<file path="src/rtl/inst_fetcher.sv">
// inst_fetcher: instruction fetch stage.
//
// Walks the PC and requests 32-bit words from the icache. Branches and JAL are pre-decoded
// to pick the next PC. Fetched words are passed to the decoder, tagged with the prediction.
// If the decoder is full, one word is parked in hold registers.
// Committed branch outcomes from the ROB are queued and replayed to the predictor. Replay
// only happens in cycles where no prediction is requested.
//
// Optional feature macro: BRANCH_PREDICT_EN. When it is undefined:
//   - every branch is predicted not-taken;
//   - the predictor ports and the feedback queue are inert.
//
// Ports:
//   Sys_clk, Sys_rst (async, active-low), Sys_rdy (global enable)
//   IFIC_*  : icache request (en/pc); ICIF_* : icache response (ready/inst)
//   IFPD_* / PDIF_* : predictor query and feedback replay
//   ROBIF_branch_* / IFROB_fb_full : committed branch outcomes into the feedback queue
//   ROBIF_jump_* : misprediction redirect
//   DCIF_full / IFDC_* : decoder handshake and instruction output
module inst_fetcher #(
  parameter int unsigned            ADDR_WIDTH = 32,
  parameter logic [ADDR_WIDTH-1:0]  RESET_PC   = '0,
  parameter int unsigned            FB_DEPTH   = 4
) (
  input  logic                  Sys_clk,
  input  logic                  Sys_rst,
  input  logic                  Sys_rdy,
  output logic                  IFIC_en,
  output logic [ADDR_WIDTH-1:0] IFIC_pc,
  input  logic                  ICIF_ready,
  input  logic [31:0]           ICIF_inst,
  output logic                  IFPD_predict_en,
  output logic [ADDR_WIDTH-1:0] IFPD_pc,
  input  logic                  PDIF_predict_result,
  output logic                  IFPD_feedback_en,
  output logic                  IFPD_branch_result,
  output logic [ADDR_WIDTH-1:0] IFPD_feedback_pc,
  input  logic                  ROBIF_branch_en,
  input  logic                  ROBIF_branch_result,
  input  logic [ADDR_WIDTH-1:0] ROBIF_branch_pc,
  output logic                  IFROB_fb_full,
  input  logic                  ROBIF_jump_wrong,
  input  logic [ADDR_WIDTH-1:0] ROBIF_jump_pc,
  input  logic                  DCIF_full,
  output logic                  IFDC_en,
  output logic [31:0]           IFDC_inst,
  output logic [ADDR_WIDTH-1:0] IFDC_pc,
  output logic                  IFDC_predict
);

  typedef enum logic [1:0] {StFlush, StFetch, StHold} state_e;

  state_e                state_q, state_d;
  logic [ADDR_WIDTH-1:0] pc_q, pc_d;
  logic                  dc_en_q, dc_en_d;
  logic [31:0]           dc_inst_q, dc_inst_d;
  logic [ADDR_WIDTH-1:0] dc_pc_q, dc_pc_d;
  logic                  dc_pred_q, dc_pred_d;
  logic [31:0]           hold_inst_q, hold_inst_d;
  logic [ADDR_WIDTH-1:0] hold_pc_q, hold_pc_d;
  logic                  hold_pred_q, hold_pred_d;

  logic                  fire;
  logic                  is_branch, is_jal, take_branch, pred;
  logic [31:0]           imm_b, imm_j;
  logic [ADDR_WIDTH-1:0] next_pc;

  // A word is consumed only when enabled, requested, and not being squashed by a redirect.
  assign fire = (state_q == StFetch) && ICIF_ready && Sys_rdy && !ROBIF_jump_wrong;

  assign is_branch = (ICIF_inst[6:0] == 7'b1100011);
  assign is_jal    = (ICIF_inst[6:0] == 7'b1101111);
  assign imm_b = {{19{ICIF_inst[31]}}, ICIF_inst[31], ICIF_inst[7], ICIF_inst[30:25],
                  ICIF_inst[11:8], 1'b0};
  assign imm_j = {{11{ICIF_inst[31]}}, ICIF_inst[31], ICIF_inst[19:12], ICIF_inst[20],
                  ICIF_inst[30:21], 1'b0};

`ifdef BRANCH_PREDICT_EN
  assign IFPD_predict_en = fire && is_branch;
  assign take_branch     = IFPD_predict_en && PDIF_predict_result;
`else
  assign IFPD_predict_en = 1'b0;
  assign take_branch     = 1'b0;
`endif

  assign pred = is_jal || take_branch;

  always_comb begin
    if (is_jal) begin
      next_pc = pc_q + ADDR_WIDTH'($signed(imm_j));
    end else if (take_branch) begin
      next_pc = pc_q + ADDR_WIDTH'($signed(imm_b));
    end else begin
      next_pc = pc_q + ADDR_WIDTH'(4);
    end
  end

  always_comb begin
    state_d     = state_q;
    pc_d        = pc_q;
    dc_en_d     = 1'b0;
    dc_inst_d   = dc_inst_q;
    dc_pc_d     = dc_pc_q;
    dc_pred_d   = dc_pred_q;
    hold_inst_d = hold_inst_q;
    hold_pc_d   = hold_pc_q;
    hold_pred_d = hold_pred_q;
    if (ROBIF_jump_wrong) begin
      // Any in-flight or held word is younger than the mispredicted branch: drop it.
      state_d = StFlush;
      pc_d    = ROBIF_jump_pc;
    end else begin
      case (state_q)
        StFlush: state_d = StFetch;
        StFetch: begin
          if (fire) begin
            pc_d = next_pc;
            if (!DCIF_full) begin
              dc_en_d   = 1'b1;
              dc_inst_d = ICIF_inst;
              dc_pc_d   = pc_q;
              dc_pred_d = pred;
            end else begin
              hold_inst_d = ICIF_inst;
              hold_pc_d   = pc_q;
              hold_pred_d = pred;
              state_d     = StHold;
            end
          end
        end
        StHold: begin
          if (!DCIF_full) begin
            dc_en_d   = 1'b1;
            dc_inst_d = hold_inst_q;
            dc_pc_d   = hold_pc_q;
            dc_pred_d = hold_pred_q;
            state_d   = StFetch;
          end
        end
        default: state_d = StFlush;
      endcase
    end
  end

  always_ff @(posedge Sys_clk or negedge Sys_rst) begin
    if (!Sys_rst) begin
      state_q     <= StFlush;
      pc_q        <= RESET_PC;
      dc_en_q     <= 1'b0;
      dc_inst_q   <= '0;
      dc_pc_q     <= '0;
      dc_pred_q   <= 1'b0;
      hold_inst_q <= '0;
      hold_pc_q   <= '0;
      hold_pred_q <= 1'b0;
    end else if (Sys_rdy) begin
      state_q     <= state_d;
      pc_q        <= pc_d;
      dc_en_q     <= dc_en_d;
      dc_inst_q   <= dc_inst_d;
      dc_pc_q     <= dc_pc_d;
      dc_pred_q   <= dc_pred_d;
      hold_inst_q <= hold_inst_d;
      hold_pc_q   <= hold_pc_d;
      hold_pred_q <= hold_pred_d;
    end
  end

  assign IFIC_en      = (state_q == StFetch);
  assign IFIC_pc      = pc_q;
  assign IFPD_pc      = pc_q;
  // dc_en_q survives a freeze, so masking here delivers the word exactly once afterwards.
  assign IFDC_en      = dc_en_q && Sys_rdy && !ROBIF_jump_wrong;
  assign IFDC_inst    = dc_inst_q;
  assign IFDC_pc      = dc_pc_q;
  assign IFDC_predict = dc_pred_q;

`ifdef BRANCH_PREDICT_EN
  localparam int unsigned PtrW = (FB_DEPTH > 1) ? $clog2(FB_DEPTH) : 1;
  localparam int unsigned CntW = PtrW + 1;

  logic [ADDR_WIDTH-1:0] fb_pc_q  [FB_DEPTH];
  logic                  fb_res_q [FB_DEPTH];
  logic [PtrW-1:0]       wr_ptr_q, rd_ptr_q;
  logic [CntW-1:0]       count_q;
  logic                  push, pop;

  assign IFROB_fb_full = (count_q == CntW'(FB_DEPTH));
  // Full is judged before any same-cycle pop, so a push into a full queue is lost.
  assign push = Sys_rdy && ROBIF_branch_en && !IFROB_fb_full;
  assign pop  = Sys_rdy && (count_q != '0) && !IFPD_predict_en;

  assign IFPD_feedback_en   = pop;
  assign IFPD_branch_result = fb_res_q[rd_ptr_q];
  assign IFPD_feedback_pc   = fb_pc_q[rd_ptr_q];

  always_ff @(posedge Sys_clk or negedge Sys_rst) begin
    if (!Sys_rst) begin
      wr_ptr_q <= '0;
      rd_ptr_q <= '0;
      count_q  <= '0;
    end else begin
      if (push) wr_ptr_q <= wr_ptr_q + PtrW'(1);
      if (pop)  rd_ptr_q <= rd_ptr_q + PtrW'(1);
      case ({push, pop})
        2'b10:   count_q <= count_q + CntW'(1);
        2'b01:   count_q <= count_q - CntW'(1);
        default: count_q <= count_q;
      endcase
    end
  end

  always_ff @(posedge Sys_clk) begin
    if (push) begin
      fb_pc_q[wr_ptr_q]  <= ROBIF_branch_pc;
      fb_res_q[wr_ptr_q] <= ROBIF_branch_result;
    end
  end
`else
  logic unused_fb;

  assign IFPD_feedback_en   = 1'b0;
  assign IFPD_branch_result = 1'b0;
  assign IFPD_feedback_pc   = '0;
  assign IFROB_fb_full      = 1'b0;
  assign unused_fb = ^{ROBIF_branch_en, ROBIF_branch_result, ROBIF_branch_pc,
                       PDIF_predict_result};
`endif

endmodule

</file>
<file path="config.mk">
export PLATFORM = sky130hd
export DESIGN_NAME = inst_fetcher
export DESIGN_NICKNAME = d
export VERILOG_FILES = /design/src/rtl/inst_fetcher.sv
export SDC_FILE = /design/constraint.sdc
export NUM_CORES = 1
export LEC_CHECK = 0
export ABC_AREA = 1
export CORE_UTILIZATION = 56
export CTS_BUF_LIST = sky130_fd_sc_hd__clkbuf_4
export DETAILED_ROUTE_END_ITERATION = 8
export PLACE_DENSITY_LB_ADDON = 0.15
export SYNTH_ARGS = -nofsm -noshare
export SYNTH_HDL_FRONTEND = slang
export SYNTH_SLANG_ARGS = --single-unit
</file>
<file path="constraint.sdc">
create_clock -name Sys_clk -period 3.9 [get_ports Sys_clk]
set_input_delay 1.17 -clock Sys_clk [delete_from_list [all_inputs] [get_ports Sys_clk]]
set_output_delay 1.17 -clock Sys_clk [all_outputs]
set_load 0.02 [all_outputs]
</file>
Word-level counts from Yosys, hierarchy flattened
Cells that the tools add are included.
{"block": "totals", "ff_bits": 165, "latchBits": 0, "mem_bits_rw": 0, "romBits": 0, "inputBits": 105, "word_cells": 60, "n_memories": 0}
{"block": "classes", "n_addsub": 2, "multipliers": 0, "div_mod_pow": 0, "order_cmp": 0, "n_eq_ne": 9, "shift": 0, "muxes": 25, "bitwise": 1, "reduce_logical": 14}
{"op": "$mux W32", "count": 10}
{"op": "$pmux W32 S2", "count": 2}
{"op": "$add A32 B3 Y32 const B", "count": 1}
{"op": "$add A32 B32 Y32", "count": 1}
{"op": "$mux W2", "count": 4}
{"op": "$eq A7 B7 Y1 const B", "count": 1}
{"op": "$mux W1", "count": 6}
{"op": "$ne A3 B1 Y1 const B", "count": 2}
{"op": "$pmux W2 S3", "count": 1}
{"op": "$reduce_and A6 Y1", "count": 1}
{"op": "$reduce_bool A2 Y1", "count": 3}
{"op": "$logic_and A1 B1 Y1", "count": 5}
{"op": "$reduce_and A5 Y1", "count": 1}
{"op": "$ne A2 B2 Y1 const B", "count": 2}
{"op": "$pmux W1 S2", "count": 2}
{"op": "$reduce_and A4 Y1", "count": 1}
{"op": "$ne A3 B3 Y1 const B", "count": 1}
{"op": "$reduce_and A3 Y1", "count": 1}
{"op": "$eq A2 B1 Y1 const B", "count": 1}
{"op": "$eq A2 B2 Y1 const B", "count": 1}
{"op": "$logic_not A2 Y1", "count": 1}
{"op": "$ne A2 B1 Y1 const B", "count": 1}
{"op": "$logic_not A1 Y1", "count": 1}
{"op": "$not A1 Y1", "count": 1}

Logic depth before layout (Yosys ltp)
{"block": "depth", "ltp_word": 7, "mapped_depth": 15, "mapped_depth_nobuf": 15}

Worst setup path before layout
OpenSTA, ideal clock, no wires.
{"block": "synth_timing", "path_type": "input to output", "from": "in ROBIF_jump_wrong", "to": "out IFDC_en", "t_arrival_ns": 2.032, "required_time_ns": 2.730, "setup_slack_ns": 0.698, "path_stages": 3, "path_buffers": 2, "cell_sequence": "buf_2 -> buf_1 -> nor3_1"}
{"block": "synth_via", "elab_chain_cells": 2}
{"item": "start: declaration", "line_no": "42", "source": "input logic ROBIF_jump_wrong,"}
{"item": "$logic_not A1 Y1", "line_no": "173", "source": "assign IFDC_en = dc_en_q && Sys_rdy && !ROBIF_jump_wrong;"}
{"item": "$logic_and A1 B1 Y1", "line_no": "173"}
{"item": "end: declaration", "line_no": "45", "source": "output logic IFDC_en,"}
Every way passes these cells.

Worst setup path in the final report
{"block": "layout_timing", "from": "in Sys_rdy", "to": "out IFDC_en"}
{"block": "layout_via", "elab_chain_cells": 2}
{"item": "start: declaration", "line_no": "27", "source": "input logic Sys_rdy,"}
{"item": "$logic_and A1 B1 Y1 (2 in a row)", "line_no": "173"}
Every way passes these cells.

==> impl_summary.txt <==
----------------------------------------------------
[Placed design]
  Post-Place Cells ... 1957
  Buffers on Ports ... 200
  Final HPWL from detailed placement ... 25.3 mm
  Weighted congestion at the end of routability-driven global placement ... 0.982
  Post-place instance area ... 12800 um^2

[Clocking]
  CTS resizes ... 0
  CTS buffer count ... 17
  TritonCTS clock tree ... built
  Clock Sinks ... 165
  Postcts setup bufs ... 0
  Number of buffers between clock root and the deepest sink ... 2
  CTS root buffer ... sky130_fd_sc_hd__clkbuf_4
  Clock transition at path regs ... 0.15 ns
  Max H-tree Level ... 4
  Hold buffer count at cts ... 0
  Clock latency on the worst-skew pair ... 0.58 ns

[Job]
  Total of max-cap violations ... 0

[Critical path]
  Type of element capturing the critical path ... output port
  Beginning of the worst register-to-register path ... IFIC_pc[1]
  Data arrival time at the worst-slack endpoint ... 2.47 ns
  First element of the critical path ... Sys_rdy
  Crit Path Category ... in -> out
  Crit Path Max Fanout ... 2
  Category of the worst setup path launch point ... input port
  Required time at the endpoint of the critical path ... 2.73 ns

[Drt]
  WL/cell ... 16.8 um
  Residual DRC ... 0
  Count of TritonRoute iterations in the first routing pass ... 8
  Violation count after the first detailed-route iteration ... 1044
  Total via count after detailed routing ... 10700
  Routed Antenna Nets ... 0
  Vias per cell ... 5.38
  Routed Wire Length ... 33.5 mm

[Timing]
  Worst-case clock skew ... 0.0290 ns
  Max-slew violation count ... 0
  Post-route setup TNS ... 0 ns
  Max-slew headroom at the worst pin ... 0.260
  Final hold vios ... 0
  Highest Clock Rate ... 275 MHz
  Final hold slack ... 0.505 ns
  Slew @ Worst Pin ... 1.11 ns
  RSZ-0062 raised after global routing ... no
  Final worst-path cycle share ... 0.933
  # setup viols final ... 0
  Period minus WS final ... 3.64 ns

[Yosys]
  Total standard cell area after synthesis ... 10800 um^2
  Sequential fraction of the synthesis area ... 0.381
  Synth Area per Inst ... 6.91 um^2
  Count of flip-flops with a built-in enable after synthesis ... 0
  Synth unique cells ... 42
  FFs w/ async S/R, synth ... 1.00
  Post-synth top flop ... sky130_fd_sc_hd__dfrtp_1
  Largest family of logic cells by synthesized area ... simple AND/OR/NAND/NOR gates
  YS warnings ... 0
  Flops & latches, synth ... 165
  Xor/xnor share of the synthesized area ... 0.0194
  Multiplexer area fraction after synthesis ... 0
  Post-Synthesis Cells ... 1569
  Post-Synth Simple-Gate Area ... 0.285
  Post-synthesis compound-gate area fraction ... 0.141
  Synthesized-area fraction occupied by adder cells ... 0.0411

[Pwr]
  Power density over cell area ... 581 nW/um^2
  Leakage Power ... 6.52 nW
  Max VDD drop ... 0.000244 V
  Tot Pwr ... 0.00758 W

[Global route]
  Vias in the first global route ... 9767
  GRT Util Overall ... 0.340
  Grt total ovfl ... 0
  Pin count of the biggest net entering global routing ... 131
  Initial antenna violation count ... 1
  First-pass GRT wire length ... 51.7 mm

[Floorplanning]
  Count of boundary I/O pins ... 272
  Die X-Extent ... 141 um
  Floorplan core area ... 18800 um^2
  Number of placement rows ... 50
  Die Span Y ... 141 um
  Die Outline Area ... 19900 um^2
  Initial core utilization ... 0.576

[Finish]
  Area growth from synthesis to layout ... 20.4%
  Final cell count without fillers ... 1990
  Area of all placed cells without fillers ... 13000 um^2
  Net count reported at finish ... 1856
  Layout cell share with drive strength beyond 1 ... 0.0480

[Min path]
  Path type of the worst min-delay path ... reg -> reg
  Start point of the worst hold path ... hold_pred_q

[Status]
  Status ... finished, final reports clean

----------------------------------------------------
[worst paths after layout]
kind	end	slack (ns)	cells past startpoint
min reg2reg	hold_pred_q	0.50	2
max reg2reg	IFIC_pc[29]	1.32	15
max	IFDC_en	0.26	4
min in group asynchronous	IFIC_pc[19]	0.56	1
max in group asynchronous	hold_pc_q[28]	2.46	2
min	hold_pred_q	0.50	2
[power breakdown]
group | leakage, nW | total (W) | switching, W | internal, W
registers | 2.03 | 0.00287 | 0.000527 | 0.00234
logic | 4.34 | 0.00369 | 0.00212 | 0.00156
clock network | 0.151 | 0.00103 | 0.000736 | 0.000292
total | 6.52 | 0.00758 | 0.00339 | 0.00420
[cell usage after synthesis, types with 2 or more instances]
| cell | instances | area [um^2] |
|---|---|---|
| sky130_fd_sc_hd__buf_4 | 75 | 563 |
| sky130_fd_sc_hd__nor4_1 | 2 | 12.5 |
| sky130_fd_sc_hd__nor2_1 | 197 | 739 |
| sky130_fd_sc_hd__o22ai_1 | 5 | 31.3 |
| sky130_fd_sc_hd__o21bai_1 | 3 | 22.5 |
| sky130_fd_sc_hd__xnor2_1 | 2 | 17.5 |
| sky130_fd_sc_hd__buf_1 | 3 | 11.3 |
| sky130_fd_sc_hd__nor3_1 | 17 | 85.1 |
| sky130_fd_sc_hd__o211ai_1 | 6 | 45.0 |
| sky130_fd_sc_hd__inv_1 | 162 | 608 |
| sky130_fd_sc_hd__nand3_2 | 2 | 20.0 |
| sky130_fd_sc_hd__clkbuf_1 | 33 | 124 |
| sky130_fd_sc_hd__inv_2 | 8 | 30.0 |
| sky130_fd_sc_hd__nand3b_1 | 4 | 30.0 |
| sky130_fd_sc_hd__ha_1 | 34 | 425 |
| sky130_fd_sc_hd__xor2_1 | 22 | 193 |
| sky130_fd_sc_hd__nor3_2 | 6 | 60.1 |
| sky130_fd_sc_hd__a21oi_1 | 176 | 881 |
| sky130_fd_sc_hd__o21ai_0 | 98 | 490 |
| sky130_fd_sc_hd__dfrtp_1 | 165 | 4130 |
| sky130_fd_sc_hd__buf_2 | 18 | 90.1 |
| sky130_fd_sc_hd__and2_1 | 2 | 12.5 |
| sky130_fd_sc_hd__nand2_2 | 4 | 25.0 |
| sky130_fd_sc_hd__a21o_1 | 2 | 15.0 |
| sky130_fd_sc_hd__a31oi_1 | 3 | 18.8 |
| sky130_fd_sc_hd__nor2_2 | 2 | 12.5 |
| sky130_fd_sc_hd__nand2_1 | 426 | 1600 |
| sky130_fd_sc_hd__o21ai_1 | 2 | 10.0 |
| sky130_fd_sc_hd__nand4_1 | 12 | 75.1 |
| sky130_fd_sc_hd__nand3_1 | 66 | 330 |
[cell type report]
class	instances	area (um^2)
multi-input combinational	1139	5440
clock buffer	17	128
clock inverter	15	155
sequential	165	4130
inverter	171	642
tap	260	325
timing repair buffer	222	2230
fill	1635	5780
antenna	1	2.50
[layout by cell type, fill, tap and decap left out, types with 6 or more instances in the layout]
master	n
sky130_fd_sc_hd__a21oi_1	176
sky130_fd_sc_hd__buf_4	17
sky130_fd_sc_hd__clkbuf_4	17
sky130_fd_sc_hd__clkdlybuf4s50_1	199
sky130_fd_sc_hd__conb_1	36
sky130_fd_sc_hd__dfrtp_1	165
sky130_fd_sc_hd__ha_1	33
sky130_fd_sc_hd__inv_1	162
sky130_fd_sc_hd__inv_2	8
sky130_fd_sc_hd__inv_8	6
sky130_fd_sc_hd__nand2_1	426
sky130_fd_sc_hd__nand3_1	66
sky130_fd_sc_hd__nand4_1	12
sky130_fd_sc_hd__nor2_1	197
sky130_fd_sc_hd__nor3_1	17
sky130_fd_sc_hd__nor3_2	6
sky130_fd_sc_hd__o211ai_1	6
sky130_fd_sc_hd__o21ai_0	98
sky130_fd_sc_hd__xor2_1	22
[per-stage QoR]
stage,utilization,worst slack [ns]
2_1_floorplan,-,0.698
3_3_place_gp,0.678,0.260
3_5_place_dp,0.678,0.211
4_1_cts,0.693,0.259
5_1_grt,0.693,0.182
6_report,0.693,0.260
[logic make-up (layout without fill, tap and decap cells)]
kind of cell | after synthesis | after routing
simple gates | 747 | 747
other cells | 1 | 37
compound gates | 297 | 297
flops | 165 | 165
buf+inv | 300 | 425
xor+xnor | 24 | 24
fa+ha+maj | 35 | 35
[layer usage]
layer	share of wire	wire [um]	track usage	up-vias
met5	0	0	0	-
met4	0.034	1150	0.126	0
met3	0.077	2580	0.0622	77
met2	0.46	15300	0.526	480
met1	0.43	14500	0.476	4929
li1	-	-	-	5222
[critical path, stage by stage]
cell	delay, ns
sky130_fd_sc_hd__clkdlybuf4s50_1	0.48
sky130_fd_sc_hd__inv_1	0.04
sky130_fd_sc_hd__nor3_1	0.15
sky130_fd_sc_hd__clkdlybuf4s50_1	0.63
[sequential cells by signal, summed over array words and instances (netlist names)]
register and flops:
IFDC_inst 32, hold_pred_q 1, hold_pc_q 32, hold_inst_q 32, IFIC_pc 32, IFDC_predict 1, state_q 2, IFDC_pc 32
dc_en_q 1
No activity file was read; power rests on OpenSTA's default activity.
